--- config.mk ---
export PLATFORM = sky130hd
export DESIGN_NAME = mem_request_sequencer
export DESIGN_NICKNAME = d
export VERILOG_FILES = /design/src/rtl/mem_request_sequencer.sv
export SDC_FILE = /design/constraint.sdc
export NUM_CORES = 1
export LEC_CHECK = 0
export CAP_MARGIN = 15
export CELL_PAD_IN_SITES_DETAIL_PLACEMENT = 1
export CELL_PAD_IN_SITES_GLOBAL_PLACEMENT = 2
export CORE_AREA = 4 4 93 103
export DETAILED_ROUTE_END_ITERATION = 12
export DIE_AREA = 0 0 97 107
export HOLD_SLACK_MARGIN = 0.05
export PLACE_DENSITY_LB_ADDON = 0.25
export SLEW_MARGIN = 25
export SYNTH_ARGS = -nofsm -noshare
export SYNTH_HDL_FRONTEND = slang
export SYNTH_SLANG_ARGS = --single-unit
export TNS_END_PERCENT = 30
--- constraint.sdc ---
create_clock -name clk_i -period 1.6 [get_ports clk_i]
set_input_delay 0.16 -clock clk_i [delete_from_list [all_inputs] [get_ports clk_i]]
set_output_delay 0.16 -clock clk_i [all_outputs]
set_load 0.1 [all_outputs]
--- src/rtl/mem_request_sequencer.sv ---
// Single-outstanding load/store front-end for the cached memory module; direct ops respond memLatency+2
// cycles after accept, indirect ops 2*memLatency+3. reqReady_o is high only in IDLE, so requests are never queued.
module mem_request_sequencer #(
  parameter int ramWidth   = 8,
  parameter int addrSize   = 8,
  parameter int memLatency = 4
) (
  input  logic                clk_i,
  input  logic                clrN_i,
  input  logic                reqValid_i,
  input  logic                reqWrite_i,
  input  logic                reqIndirect_i,
  input  logic [addrSize-1:0] reqAddr_i,
  input  logic [ramWidth-1:0] reqData_i,
  output logic                reqReady_o,
  output logic                respValid_o,
  output logic [ramWidth-1:0] respData_o,
  output logic                busy_o,
  output logic                memStart_o,
  output logic [1:0]          memCntrl_o,
  output logic [addrSize-1:0] memAddr_o,
  output logic [ramWidth-1:0] memDataIn_o,
  output logic                memIsIndirect_o,
  input  logic [ramWidth-1:0] memDataOut_i
);

  localparam int CW = $clog2(memLatency + 1);

  localparam logic [2:0] S_IDLE      = 3'd0;
  localparam logic [2:0] S_ISSUE_PTR = 3'd1;
  localparam logic [2:0] S_WAIT_PTR  = 3'd2;
  localparam logic [2:0] S_ISSUE_OP  = 3'd3;
  localparam logic [2:0] S_WAIT_OP   = 3'd4;
  localparam logic [2:0] S_RESP      = 3'd5;

  localparam logic [1:0] C_HOLD  = 2'b00;
  localparam logic [1:0] C_READ  = 2'b01;
  localparam logic [1:0] C_WRITE = 2'b10;

  logic [2:0]          state_q,     state_d;
  logic [CW-1:0]       cnt_q,       cnt_d;
  logic                reqWrite_q,  reqWrite_d;
  logic [ramWidth-1:0] reqData_q,   reqData_d;
  logic                memStart_q,  memStart_d;
  logic [1:0]          memCntrl_q,  memCntrl_d;
  logic [addrSize-1:0] memAddr_q,   memAddr_d;
  logic [ramWidth-1:0] memDataIn_q, memDataIn_d;
  logic                memInd_q,    memInd_d;
  logic [ramWidth-1:0] respData_q,  respData_d;
  logic [addrSize-1:0] effAddr;

  // Pointer word becomes the effective address, resized to the address width
  generate
    if (ramWidth >= addrSize) begin : g_trunc
      assign effAddr = memDataOut_i[addrSize-1:0];
    end else begin : g_zext
      assign effAddr = {{(addrSize-ramWidth){1'b0}}, memDataOut_i};
    end
  endgenerate

  always_comb begin
    state_d     = state_q;
    cnt_d       = cnt_q;
    reqWrite_d  = reqWrite_q;
    reqData_d   = reqData_q;
    memStart_d  = 1'b0;
    memCntrl_d  = memCntrl_q;
    memAddr_d   = memAddr_q;
    memDataIn_d = memDataIn_q;
    memInd_d    = memInd_q;
    respData_d  = respData_q;
    case (state_q)
      S_IDLE: begin
        if (reqValid_i) begin
          reqWrite_d  = reqWrite_i;
          reqData_d   = reqData_i;
          memDataIn_d = reqData_i;
          memAddr_d   = reqAddr_i;
          memStart_d  = 1'b1;
          if (reqIndirect_i) begin
            state_d    = S_ISSUE_PTR;
            memCntrl_d = C_READ;
            memInd_d   = 1'b1;
          end else begin
            state_d    = S_ISSUE_OP;
            memCntrl_d = reqWrite_i ? C_WRITE : C_READ;
            memInd_d   = 1'b0;
          end
        end
      end
      S_ISSUE_PTR: begin
        cnt_d   = CW'(memLatency);
        state_d = S_WAIT_PTR;
      end
      S_WAIT_PTR: begin
        cnt_d = cnt_q - CW'(1);
        if (cnt_q == CW'(1)) begin
          state_d     = S_ISSUE_OP;
          memStart_d  = 1'b1;
          memAddr_d   = effAddr;
          memCntrl_d  = reqWrite_q ? C_WRITE : C_READ;
          memInd_d    = 1'b0;
          memDataIn_d = reqData_q;
        end
      end
      S_ISSUE_OP: begin
        cnt_d   = CW'(memLatency);
        state_d = S_WAIT_OP;
      end
      S_WAIT_OP: begin
        cnt_d = cnt_q - CW'(1);
        if (cnt_q == CW'(1)) begin
          respData_d = reqWrite_q ? reqData_q : memDataOut_i;
          memCntrl_d = C_HOLD;
          state_d    = S_RESP;
        end
      end
      S_RESP:  state_d = S_IDLE;
      default: state_d = S_IDLE;
    endcase
  end

  always_ff @(posedge clk_i) begin
    if (!clrN_i) begin
      state_q     <= S_IDLE;
      cnt_q       <= '0;
      reqWrite_q  <= 1'b0;
      reqData_q   <= '0;
      memStart_q  <= 1'b0;
      memCntrl_q  <= C_HOLD;
      memAddr_q   <= '0;
      memDataIn_q <= '0;
      memInd_q    <= 1'b0;
      respData_q  <= '0;
    end else begin
      state_q     <= state_d;
      cnt_q       <= cnt_d;
      reqWrite_q  <= reqWrite_d;
      reqData_q   <= reqData_d;
      memStart_q  <= memStart_d;
      memCntrl_q  <= memCntrl_d;
      memAddr_q   <= memAddr_d;
      memDataIn_q <= memDataIn_d;
      memInd_q    <= memInd_d;
      respData_q  <= respData_d;
    end
  end

  assign reqReady_o      = (state_q == S_IDLE);
  assign busy_o          = (state_q != S_IDLE);
  assign respValid_o     = (state_q == S_RESP);
  assign respData_o      = respData_q;
  assign memStart_o      = memStart_q;
  assign memCntrl_o      = memCntrl_q;
  assign memAddr_o       = memAddr_q;
  assign memDataIn_o     = memDataIn_q;
  assign memIsIndirect_o = memInd_q;

endmodule

==> flow_metrics.env <==
export IMPL_instances_no_fill=417
export IMPL_setup_worst_path_end_class="output port"
export IMPL_synth_yosys_warnings=0
export IMPL_timing_setup_critical_path_class="reg -> out"
export IMPL_largest_net_degree_at_the_start_of_global_routing=40
export IMPL_cp_max_fo=10
export IMPL_critPathArrivalTime_ns=1.36
export IMPL_report_final_setup_viol=0
export IMPL_routed_via_count=1865
export IMPL_detail_route_drc_violations=0
export IMPL_synth_mux_area_fraction_pct=11.5
export IMPL_maxSlewHeadroom_pct=78.3
export IMPL_report_power_total_w=0.00389
export IMPL_clkSlewWorstSetupHoldPaths_ns=0.08
export IMPL_netlist_instances=229
export IMPL_ant_nets=0
export IMPL_post_synth_xor_area_fraction_pct=0.420
export IMPL_p_per_area_nw_per_um2=1110
export IMPL_clock_tree_htree_level_count=2
export IMPL_antenna_cells=0
export IMPL_initialDrtViolationCount=20
export IMPL_yosysSeqAreaShare_pct=41.3
export IMPL_net_count_after_synthesis=260
export IMPL_timing_max_cap_violations=0
export IMPL_track_usage_pct=12.4
export IMPL_worstMarginPinSlew_ns=0.325
export IMPL_asyncSetResetFlopFracSynth_pct=0
export IMPL_yosysUniqueCellTypes=41
export IMPL_worst_ir_drop_vdd_uv=588
export IMPL_outcome="finished, final reports clean"
export IMPL_tritoncts="yes"
export IMPL_worst_hold_path_type="in -> reg"
export IMPL_total_i_o_pin_count=60
export IMPL_fin_crit_sh_pct=95.0
export IMPL_grt_antenna_before_repair=0
export IMPL_root_buffer="sky130_fd_sc_hd__clkbuf_8"
export IMPL_total_core_area_um2=8450
export IMPL_p_leak_nw=1.30
export IMPL_syn_to_final_growth_pct=68.3
export IMPL_drt_vias_per_instance=4.47
export IMPL_die_outline_area_um2=10400
export IMPL_grt_pass1_wl_um=10400
export IMPL_post_synth_instance_area_um2=2090
export IMPL_numCtsBuffers=5
export IMPL_cp_start_kind="flop"
export IMPL_first_pass_iters=6
export IMPL_dieWidth_um=97
export IMPL_max_freq_ghz=0.658
export IMPL_initial_core_utilization_pct=24.7
export IMPL_dp_cells=407
export IMPL_ratio_of_cells_with_drive_above_1_in_the_final_layout_pct=31.7
export IMPL_compound_cell_area_share_of_the_yosys_netlist_pct=20.2
export IMPL_clock_sinks=43
export IMPL_yosys_register_bits=43
export IMPL_synth_top_area_share_pct=41.3
export IMPL_globalRoute_totalOverflow=0
export IMPL_chipHeight_um=107
export IMPL_final_hpwl_from_detailed_placement_um=4580
export IMPL_finalMaxSlewViolations=0
export IMPL_clockBufferDepth=2
export IMPL_clock_insertion_delay_worst_skew_ns=0.30
export IMPL_synth_edff_count=0
export IMPL_routed_wl_per_cell_um=15.3
export IMPL_placement_rows=35
export IMPL_synth_top_cells_by_area="sky130_fd_sc_hd__dfxtp_1, sky130_fd_sc_hd__mux2i_1, sky130_fd_sc_hd__a211oi_1, sky130_fd_sc_hd__nor2_1, sky130_fd_sc_hd__a211oi_2"
export IMPL_port_buffers=59
export IMPL_finalWeightedCongestion=0.729
export IMPL_yosysTopAreaCell="sky130_fd_sc_hd__dfxtp_1"
export IMPL_period_needed_ns=1.52
export IMPL_main_combinational_cell_family_by_area_after_synthesis="compound AO/OA/AOI/OAI gates"
export IMPL_route_final_wire_length_um=6370
export IMPL_grt_pass1_vias=1922
export IMPL_cp_data_required_time_ns=1.44
export IMPL_timing_hold_violations_final=0
export IMPL_rsz_0062_raised_after_global_routing="false"
export IMPL_postSynth_topFlopCell="sky130_fd_sc_hd__dfxtp_1"
export IMPL_layout_nets=336
export IMPL_synth_adder_area_share_pct=1.20
export IMPL_synth_simple_gate_area_share_pct=19.0
export IMPL_setup_tns_ns=0
export IMPL_synth_area_per_cell_um2=9.11
export IMPL_worst_clock_skew_ns=0.00624
registers in the layout (all words and copies together), names as in the netlist, 2 cells and up:
signal / count
cnt_q: 3
memAddr_o: 8
memCntrl_o: 2
memDataIn_o: 8
reqData_q: 8
respData_o: 8
state_q: 3
critical path: stages (launching register included):
cell and delay [ns]:
sky130_fd_sc_hd__dfxtp_4 0.38, sky130_fd_sc_hd__buf_8 0.15, sky130_fd_sc_hd__nor3_4 0.20, sky130_fd_sc_hd__buf_6 0.14, sky130_fd_sc_hd__inv_2 0.04, sky130_fd_sc_hd__buf_12 0.15
layer usage:
layer	share of wire [%]	GRT usage [%]
met1	45	16.4
met2	50	20.4
met3	4.3	2.93
met4	0.56	3.31
met5	0	0
metrics by stage:
stage	hold WS (ns)	util [%]	setup slack [ns]	instance area [um^2]
floorplan	0.282	-	-0.535	2090
detailed placement	0.474	38.7	-0.112	3270
finish	0.436	41.5	0.0799	3510
global placement	0.458	38.7	-0.0625	3270
global route	0.429	41.5	0.00123	3510
CTS	0.427	40.5	-0.0293	3420
cell families (layout without fill, tap and decap cells):
family / after synthesis / in the layout
adder cells (fa/ha/maj): 2 / 2
XOR/XNOR: 1 / 1
AO/OA/AOI/OAI: 53 / 53
flip-flops: 43 / 43
buffers and inverters: 24 / 101
AND/OR/NAND/NOR: 82 / 82
multiplexers: 24 / 24
cells in the mapped netlist, drive strengths merged (2+ instances only):
cell type / n
a211oi: 25
a21oi: 13
a31oi: 2
and2: 4
buf: 10
clkbuf: 6
dfxtp: 43
ha: 2
inv: 8
mux2i: 24
nand2: 28
nand2b: 2
nand3: 2
nand3b: 2
nor2: 33
nor3: 4
o21ai: 7
power by group:
group	internal (W)	leakage [nW]	switching (W)	total, W
Sequential	0.00117	0.355	0.000110	0.00128
Combinational	0.000663	0.879	0.000935	0.00160
Clock	0.000624	0.0654	0.000392	0.00102
Total	0.00246	1.30	0.00144	0.00389
cell type report:
class | instances | area (um^2)
Multi-Input combinational cell | 162 | 1150
Tap cell | 111 | 139
Clock buffer | 6 | 72.6
Clock inverter | 2 | 60.1
Sequential cell | 43 | 871
Fill cell | 927 | 4940
Timing Repair Buffer | 85 | 1190
Inverter | 8 | 30.0
placed cells by master, fill, tap and decap left out, types with 2 or more instances in the layout:
cell type,count
sky130_fd_sc_hd__buf_12,36
sky130_fd_sc_hd__nand2b_1,2
sky130_fd_sc_hd__dfxtp_1,39
sky130_fd_sc_hd__clkbuf_8,5
sky130_fd_sc_hd__o21ai_0,6
sky130_fd_sc_hd__nand3b_1,2
sky130_fd_sc_hd__clkdlybuf4s50_1,28
sky130_fd_sc_hd__mux2i_1,24
sky130_fd_sc_hd__inv_2,2
sky130_fd_sc_hd__buf_4,18
sky130_fd_sc_hd__a211oi_2,13
sky130_fd_sc_hd__nor3_1,2
sky130_fd_sc_hd__bufinv_16,2
sky130_fd_sc_hd__nand2_1,27
sky130_fd_sc_hd__inv_1,6
sky130_fd_sc_hd__dfxtp_2,2
sky130_fd_sc_hd__and2_1,2
sky130_fd_sc_hd__nor2_1,32
sky130_fd_sc_hd__a211oi_1,12
sky130_fd_sc_hd__dfxtp_4,2
sky130_fd_sc_hd__and2_4,2
sky130_fd_sc_hd__a21oi_1,12
repair_timing:
| item | CTS | global route |
|---|---|---|
| buffers inserted | 0 | 2 |
| gates resized for setup | 5 | 18 |
| hold buffers | 0 | 0 |
| setup endpoints to repair | 5 | 20 |
| pin swaps | 0 | 4 |
| gates cloned | 0 | 1 |
worst paths after layout:
kind                     start             end  slack [ns]  depth (start not counted)
setup / recovery    state_q[2]          busy_o        0.08                          5
hold / removal    reqData_i[1]    reqData_q[1]        0.44                          3
hold reg to reg   reqData_q[7]    reqData_q[7]        0.48                          2
setup reg to reg      cnt_q[1]  memDataIn_o[3]        0.08                          8
Power figures use the tool's default switching activity.
